**config.mk**
```make
export PLATFORM = sky130hd
export DESIGN_NAME = sccb_rom_loader_flat
export DESIGN_NICKNAME = d
export VERILOG_FILES = /design/src/rtl/sccb_rom_loader_if.sv /design/src/rtl/sccb_rom_loader.sv /design/src/flat_wrapper.sv
export SDC_FILE = /design/constraint.sdc
export NUM_CORES = 1
export LEC_CHECK = 0
export ABC_AREA = 1
export CORE_ASPECT_RATIO = 1.5
export CORE_MARGIN = 2
export CORE_UTILIZATION = 40
export CTS_CLUSTER_DIAMETER = 30
export DETAILED_ROUTE_END_ITERATION = 7
export PLACE_DENSITY_LB_ADDON = 0.08
export SKIP_CTS_REPAIR_TIMING = 1
export SYNTH_ARGS = -nofsm -noshare
export SYNTH_HDL_FRONTEND = slang
export SYNTH_SLANG_ARGS = --single-unit
```
**constraint.sdc**
```tcl
create_clock -name clk -period 1.9 [get_ports clk]
set_input_delay 0.19 -clock clk [delete_from_list [all_inputs] [get_ports clk]]
set_output_delay 0.19 -clock clk [all_outputs]
set_load 0.01 [all_outputs]
```
**src/rtl/sccb_rom_loader_if.sv**
```systemverilog
// Loader bus bundle: ROM fetch port, SCCB pads and control/status.
// The master side is the loader; the slave side is the ROM/pad/system environment.
interface sccb_rom_loader_if;
  logic        start;
  logic [8:0]  rom_ad;
  logic        rom_ce;
  logic        rom_oce;
  logic [15:0] rom_dout;
  logic        sccb_scl;
  logic        sio_d_oe;
  logic        sio_d_i;
  logic        busy;
  logic        done;
  logic        nack;
  logic [7:0]  wr_count;

  modport master (
    input  start, rom_dout, sio_d_i,
    output rom_ad, rom_ce, rom_oce, sccb_scl, sio_d_oe, busy, done, nack, wr_count
  );

  modport slave (
    output start, rom_dout, sio_d_i,
    input  rom_ad, rom_ce, rom_oce, sccb_scl, sio_d_oe, busy, done, nack, wr_count
  );
endinterface

```
**src/rtl/sccb_rom_loader.sv**
```systemverilog
// Walks the register ROM (addr word, data word) and issues one SCCB 3-phase write per entry until 0xFFFF.
// Latency: 152*QDIV clk per write plus GAP_Q*QDIV gap and 5 clk fetch/check; no backpressure, start ignored while busy.
module sccb_rom_loader #(
  parameter int          QDIV      = 67,
  parameter int          PWRUP_CYC = 540000,
  parameter int          GAP_Q     = 8,
  parameter logic [7:0]  SLAVE_ID  = 8'h78
) (
  input  logic clk,
  input  logic rst_n,
  sccb_rom_loader_if.master bus
);

  typedef enum logic [3:0] {
    S_IDLE, S_PWRUP, S_FETCH_A, S_FETCH_D, S_CHECK,
    S_START, S_BYTE, S_STOP, S_GAP, S_DONE
  } state_t;

  localparam int QW = $clog2(QDIV + 1);
  localparam int CW = $clog2(PWRUP_CYC + GAP_Q + 2);

  state_t         state;
  logic [QW-1:0]  qcnt;
  logic [CW-1:0]  cnt;
  logic [1:0]     qtr;
  logic [3:0]     bit_cnt;
  logic [1:0]     byte_cnt;
  logic [7:0]     sh;
  logic [7:0]     n;
  logic           tbl_end;
  logic           phase;
  logic [15:0]    reg_addr;
  logic [7:0]     reg_data;
  logic [7:0]     next_byte;
  logic           tick;
  logic           bus_phase;

  assign bus.rom_oce = 1'b1;
  assign tick        = (qcnt == QW'(QDIV - 1));
  assign bus_phase   = (state == S_START) || (state == S_BYTE) ||
                       (state == S_STOP)  || (state == S_GAP);

  always_comb begin
    next_byte = reg_data;
    case (byte_cnt)
      2'd0:    next_byte = reg_addr[15:8];
      2'd1:    next_byte = reg_addr[7:0];
      default: next_byte = reg_data;
    endcase
  end

  always_ff @(posedge clk or negedge rst_n) begin
    if (!rst_n) begin
      state        <= S_IDLE;
      qcnt         <= '0;
      cnt          <= '0;
      qtr          <= '0;
      bit_cnt      <= '0;
      byte_cnt     <= '0;
      sh           <= '0;
      n            <= '0;
      tbl_end      <= 1'b0;
      phase        <= 1'b0;
      reg_addr     <= '0;
      reg_data     <= '0;
      bus.rom_ad   <= '0;
      bus.rom_ce   <= 1'b0;
      bus.sccb_scl <= 1'b1;
      bus.sio_d_oe <= 1'b0;
      bus.busy     <= 1'b0;
      bus.done     <= 1'b0;
      bus.nack     <= 1'b0;
      bus.wr_count <= '0;
    end else begin
      // Quarter divider only runs on the bus; it sits at 0 in CHECK so START gets a full first quarter.
      if (bus_phase && !tick) qcnt <= qcnt + 1'b1;
      else                    qcnt <= '0;

      case (state)
        S_IDLE, S_DONE: begin
          if (bus.start) begin
            state        <= S_PWRUP;
            bus.busy     <= 1'b1;
            bus.done     <= 1'b0;
            bus.nack     <= 1'b0;
            bus.wr_count <= '0;
            bus.rom_ad   <= '0;
            n            <= '0;
            tbl_end      <= 1'b0;
            cnt          <= '0;
          end
        end
        S_PWRUP: begin
          if (cnt == CW'(PWRUP_CYC - 1)) begin
            state      <= S_FETCH_A;
            bus.rom_ce <= 1'b1;
            bus.rom_ad <= {n, 1'b0};
            phase      <= 1'b0;
          end else begin
            cnt <= cnt + 1'b1;
          end
        end
        S_FETCH_A: begin
          if (!phase) begin
            bus.rom_ce <= 1'b0;
            phase      <= 1'b1;
          end else begin
            reg_addr   <= bus.rom_dout;
            state      <= S_FETCH_D;
            bus.rom_ce <= 1'b1;
            bus.rom_ad <= {n, 1'b1};
            phase      <= 1'b0;
          end
        end
        S_FETCH_D: begin
          if (!phase) begin
            bus.rom_ce <= 1'b0;
            phase      <= 1'b1;
          end else begin
            reg_data <= bus.rom_dout[7:0];
            state    <= S_CHECK;
          end
        end
        S_CHECK: begin
          if (reg_addr == 16'hFFFF || tbl_end) begin
            state    <= S_DONE;
            bus.busy <= 1'b0;
            bus.done <= 1'b1;
          end else begin
            state <= S_START;
            qtr   <= '0;
            sh    <= SLAVE_ID;
          end
        end
        S_START: begin
          if (tick) begin
            if (qtr == 2'd3) begin
              state        <= S_BYTE;
              qtr          <= '0;
              bit_cnt      <= '0;
              byte_cnt     <= '0;
              bus.sio_d_oe <= ~sh[7];
            end else begin
              qtr          <= qtr + 2'd1;
              bus.sccb_scl <= (qtr != 2'd2);
              bus.sio_d_oe <= 1'b1;
            end
          end
        end
        S_BYTE: begin
          if (tick) begin
            qtr <= qtr + 2'd1;
            case (qtr)
              2'd0: bus.sccb_scl <= 1'b1;
              2'd1: ;
              2'd2: begin
                bus.sccb_scl <= 1'b0;
                if (bit_cnt == 4'd8 && bus.sio_d_i) bus.nack <= 1'b1;
              end
              default: begin
                if (bit_cnt == 4'd8) begin
                  bit_cnt <= '0;
                  if (byte_cnt == 2'd3) begin
                    state        <= S_STOP;
                    bus.sio_d_oe <= 1'b1;
                  end else begin
                    byte_cnt     <= byte_cnt + 2'd1;
                    sh           <= next_byte;
                    bus.sio_d_oe <= ~next_byte[7];
                  end
                end else if (bit_cnt == 4'd7) begin
                  bit_cnt      <= 4'd8;
                  bus.sio_d_oe <= 1'b0;
                end else begin
                  bit_cnt      <= bit_cnt + 4'd1;
                  sh           <= {sh[6:0], 1'b0};
                  bus.sio_d_oe <= ~sh[6];
                end
              end
            endcase
          end
        end
        S_STOP: begin
          if (tick) begin
            qtr <= qtr + 2'd1;
            case (qtr)
              2'd0: bus.sccb_scl <= 1'b1;
              2'd1: bus.sio_d_oe <= 1'b0;
              2'd2: ;
              default: begin
                state <= S_GAP;
                cnt   <= '0;
                if (bus.wr_count != 8'hFF) bus.wr_count <= bus.wr_count + 8'd1;
                // Entry 255 was the last one: flag it instead of wrapping n back to 0.
                if (n == 8'hFF) tbl_end <= 1'b1;
                else            n       <= n + 8'd1;
              end
            endcase
          end
        end
        S_GAP: begin
          if (tick) begin
            if (cnt == CW'(GAP_Q - 1)) begin
              if (tbl_end) begin
                state <= S_CHECK;
              end else begin
                state      <= S_FETCH_A;
                bus.rom_ce <= 1'b1;
                bus.rom_ad <= {n, 1'b0};
                phase      <= 1'b0;
              end
            end else begin
              cnt <= cnt + 1'b1;
            end
          end
        end
        default: state <= S_IDLE;
      endcase
    end
  end

endmodule

```
**src/flat_wrapper.sv**
```systemverilog
// flat-port wrapper written by rule: the top's interface ports become plain ports
module sccb_rom_loader_flat 
#(
  parameter int          QDIV      = 67,
  parameter int          PWRUP_CYC = 540000,
  parameter int          GAP_Q     = 8,
  parameter logic [7:0]  SLAVE_ID  = 8'h78
)
  (clk, rst_n, bus_start, bus_rom_dout, bus_sio_d_i, bus_rom_ad, bus_rom_ce, bus_rom_oce, bus_sccb_scl, bus_sio_d_oe, bus_busy, bus_done, bus_nack, bus_wr_count);
  sccb_rom_loader_if bus_i ();
  input  logic clk;
  input  logic rst_n;
  input wire logic [$bits(bus_i.start)-1:0] bus_start;
  input wire logic [$bits(bus_i.rom_dout)-1:0] bus_rom_dout;
  input wire logic [$bits(bus_i.sio_d_i)-1:0] bus_sio_d_i;
  output wire logic [$bits(bus_i.rom_ad)-1:0] bus_rom_ad;
  output wire logic [$bits(bus_i.rom_ce)-1:0] bus_rom_ce;
  output wire logic [$bits(bus_i.rom_oce)-1:0] bus_rom_oce;
  output wire logic [$bits(bus_i.sccb_scl)-1:0] bus_sccb_scl;
  output wire logic [$bits(bus_i.sio_d_oe)-1:0] bus_sio_d_oe;
  output wire logic [$bits(bus_i.busy)-1:0] bus_busy;
  output wire logic [$bits(bus_i.done)-1:0] bus_done;
  output wire logic [$bits(bus_i.nack)-1:0] bus_nack;
  output wire logic [$bits(bus_i.wr_count)-1:0] bus_wr_count;
  assign bus_i.start = bus_start;
  assign bus_i.rom_dout = bus_rom_dout;
  assign bus_i.sio_d_i = bus_sio_d_i;
  assign bus_rom_ad = bus_i.rom_ad;
  assign bus_rom_ce = bus_i.rom_ce;
  assign bus_rom_oce = bus_i.rom_oce;
  assign bus_sccb_scl = bus_i.sccb_scl;
  assign bus_sio_d_oe = bus_i.sio_d_oe;
  assign bus_busy = bus_i.busy;
  assign bus_done = bus_i.done;
  assign bus_nack = bus_i.nack;
  assign bus_wr_count = bus_i.wr_count;
  sccb_rom_loader #(.QDIV(QDIV), .PWRUP_CYC(PWRUP_CYC), .GAP_Q(GAP_Q), .SLAVE_ID(SLAVE_ID)) u_core (.clk(clk), .rst_n(rst_n), .bus(bus_i));
endmodule
```
==> flow_metrics.py <==
metrics = {
    "detailed_routing": {
        "drc": 0,
        "vias_per_cell": 5.02,
        "finalWirelength_um": 16900,
        "wire_per_inst_um": 14.6,
        "drt-pass1-iter-count": 5,
        "first_iter_violations": 268,
        "vias": 5815,
        "drtAntennaViolNets": 0,
    },
    "synthesis": {
        "synth_area_mm2": 0.00626,
        "synth_cell_types": 39,
        "synth_area_per_cell_um2": 7.25,
        "syn_nets": 898,
        "syn_inst": 864,
        "ys_ff_latch": 104,
        "yosysSeqAreaShare": 0.416,
        "ys_warn_count": 0,
    },
    "worst_setup_path": {
        "path_class": "flip-flop to flip-flop",
        "critPathMaxStageDelay_ns": 0.40,
        "cp_data_required_time_ns": 2.16,
        "slowest_stage": "dfrtp_1",
        "r2r_end": "u_core.bus.rom_ad[7]$_DFFE_PN0P_",
        "reg2reg_slack_ns": 0.1,
        "r2r_cells": 11,
        "r2r-start": "u_core.cnt[1]$_DFFE_PN0P_",
        "cp_common_cell": "nand2_1",
        "critPathLaunchType": "flip-flop",
        "cp_cell_sequence": "ha_4, buf_4, nand3_1, nor2_2, nand3_1, nand2_2, nand2_1, nor2_4, nand2_2, nand2_1, nand2_1",
        "critPathMaxFanout": 7,
        "arrival_ns": 2.06,
        "endpoint_kind": "flip-flop",
    },
    "cells_and_area": {
        "syn2layout_area_growth_pct": 23.0,
        "multi_input_comb_area_mm2": 0.00336,
        "fin_nets": 985,
        "regArea_mm2": 0.00261,
        "final_common_cell": "nand2_1",
        "antenna_cells": 0,
        "fill_cells": 1538,
        "drive_gt1_frac": 0.151,
        "fin_util": 0.498,
        "mostFrequentLayoutCells": "nand2_1 (283), dfrtp_1 (100), nor2_1 (97)",
    },
    "placement": {
        "preCtsSetupSlack_ns": -0.0480,
        "io_buffer_count": 42,
        "place_congestion": 0.966,
        "hpwl_um": 12800,
    },
    "die": {
        "core.rowCount": 56,
        "die_y_um": 157,
        "fp.dieW_um": 106,
        "die_area_mm2": 0.0167,
        "pin_count": 44,
        "start_util": 0.404,
        "core_area_mm2": 0.0155,
    },
    "power_and_ir_drop": {
        "power_frac_comb": 0.474,
        "cellLeakagePower_uw": 0.00380,
        "switching_power_uw": 4260,
        "ir_drop_mv": 0.673,
        "pwr-share-seq": 0.331,
        "total_power_uw": 9660,
        "power.internal_uw": 5400,
        "power_density_mw_per_mm2": 1250,
        "switching_share": 0.441,
        "clockPowerShare": 0.196,
    },
    "timing": {
        "setup_violations": 0,
        "finalCriticalPeriod_ns": 1.80,
        "relSlewSlack": 0.598,
        "fin_worst_skew_ns": 0.0101,
        "post-route-period-util": 0.950,
        "hold_viol": 0,
        "setup_ws_ns": 0.0957,
        "worst_slew_pin_slew_ns": 0.596,
        "setup_tns_ns": 0,
        "timing.hold.ws_ns": 0.317,
        "rsz0062_at_grt": "true",
        "fmax_mhz": 554,
        "slew_violations": 0,
    },
    "run_status": {
        "status": "finished clean",
    },
    "grt": {
        "grt_use_met1": 0.219,
        "grt_overflow": 0,
        "use_met3": 0.0306,
        "grtUsageMet2": 0.382,
        "grt_max_degree": 34,
        "grt_first_pass_wirelength_um": 27200,
        "antenna_found_initial": 0,
        "grt_pass1_vias": 5717,
        "grt.busiest_layer": "met2",
        "grt_use_total": 0.206,
    },
    "min_path": {
        "holdCritPathClass": "input port to asynchronous set/reset pin",
    },
    "flow_run": {
        "cap_violations": 0,
    },
    "clock_network": {
        "clock_path_buffers": 2,
        "clkLatencyLatePin_ns": 0.36,
        "clk_pin_slew_ns": 0.08,
        "htreeDepth": 3,
        "cts_tree": "built",
        "cts_buffers": 9,
        "clock-sinks": 104,
        "ctsRootBufferMaster": "clkbuf_16",
    },
}
## worst max path at each step
stage                                            start                            endpoint  slack, ns  cells past startpoint
floorplan                    u_core.cnt[0]$_DFFE_PN0P_    u_core.bus.rom_ad[0]$_DFFE_PN0P_       0.16                     12
global placement           u_core.state[1]$_DFFE_PN0P_    u_core.bus.rom_ad[6]$_DFFE_PN0P_    -0.0005                     10
detailed placement            u_core.qcnt[0]$_DFF_PN0_            u_core.sh[5]$_DFFE_PN0P_      -0.05                     12
CTS                           u_core.qcnt[0]$_DFF_PN0_            u_core.sh[5]$_DFFE_PN0P_      -0.08                     12
global route        u_core.bus.wr_count[0]$_DFFE_PN0P_  u_core.bus.wr_count[7]$_DFFE_PN0P_      -0.01                      9
finish                       u_core.cnt[1]$_DFFE_PN0P_    u_core.bus.rom_ad[7]$_DFFE_PN0P_        0.1                     11
## cell families (layout without fill, tap and decap cells)
kind of cell,Yosys count,in the layout,synth area share
other cells,1,1,0.000599
mux,8,8,0.0156
flops,104,104,0.416
xor+xnor,19,19,0.0266
fa+ha+maj,14,14,0.0280
buf+inv,102,192,0.0667
compound gates,95,95,0.0823
simple gates,521,523,0.365
## critical path: cells and delay by family, from the launching register on
kind | cells | cell delay [ns]
buffers and inverters | 1 | 0.12
flip-flops | 1 | 0.40
adder cells (fa/ha/maj) | 1 | 0.16
AND/OR/NAND/NOR | 9 | 1.01
## cells in the mapped netlist, drive strengths merged
cell type | count | area share
buf | 13 | 0.013
dfrtp | 103 | 0.41
dfstp | 1 | 0.0042
o21ai | 73 | 0.060
nand2 | 300 | 0.19
nor3b | 6 | 0.0072
xor2 | 14 | 0.020
inv | 80 | 0.048
o211ai | 2 | 0.0024
conb | 1 | 0.00060
o21bai | 4 | 0.0048
o22ai | 4 | 0.0040
ha | 14 | 0.028
and3b | 1 | 0.0014
and3 | 2 | 0.0020
nand3 | 70 | 0.058
nor3 | 8 | 0.0064
nor2 | 119 | 0.085
mux2 | 8 | 0.016
nand3b | 3 | 0.0036
a31oi | 1 | 0.0010
a22oi | 3 | 0.0036
xnor2 | 5 | 0.0070
nand4 | 12 | 0.012
a21oi | 8 | 0.0064
clkbuf | 9 | 0.0054
## routing by layer
layer  wire length (µm)  up-vias
met3                433       43
met1               6470     2725
met2               9210      114
met5                  0        -
met4                748        0
li1                   -     2933
## flip-flops by register name, summed over array words and instances, names as in the netlist, 7 cells and up
signal and count:
u_core.cnt 20, u_core.reg_addr 16, u_core.bus.rom_ad 9, u_core.bus.wr_count 8, u_core.n 8, u_core.reg_data 8
u_core.sh 8, u_core.qcnt 7
## power by group through the flow
stage	registers (µW)	clock network, µW	logic [µW]
finish	3190	1890	4580
global route	3250	2030	5110
CTS	3160	1950	4300
detailed placement	3200	0	4280
global placement	3190	0	4220
floorplan	3110	0	2830
## stage by stage
step / instance area [µm²] / instances
3_3_place_gp: 7170 / 1129
6_report: 7710 / 1159
2_1_floorplan: 6260 / 864
3_5_place_dp: 7170 / 1129
5_1_grt: 7710 / 1159
4_1_cts: 7470 / 1145
## final cells by class
cell class,instances,share of cell area
clock buffers,9,0.0292
flip-flops and latches,104,0.338
well taps,203,0.0330
repair buffers,96,0.116
multi-input cells,660,0.435
inverters,80,0.0390
clock inverters,7,0.00942
Power figures use the tool's default switching activity.
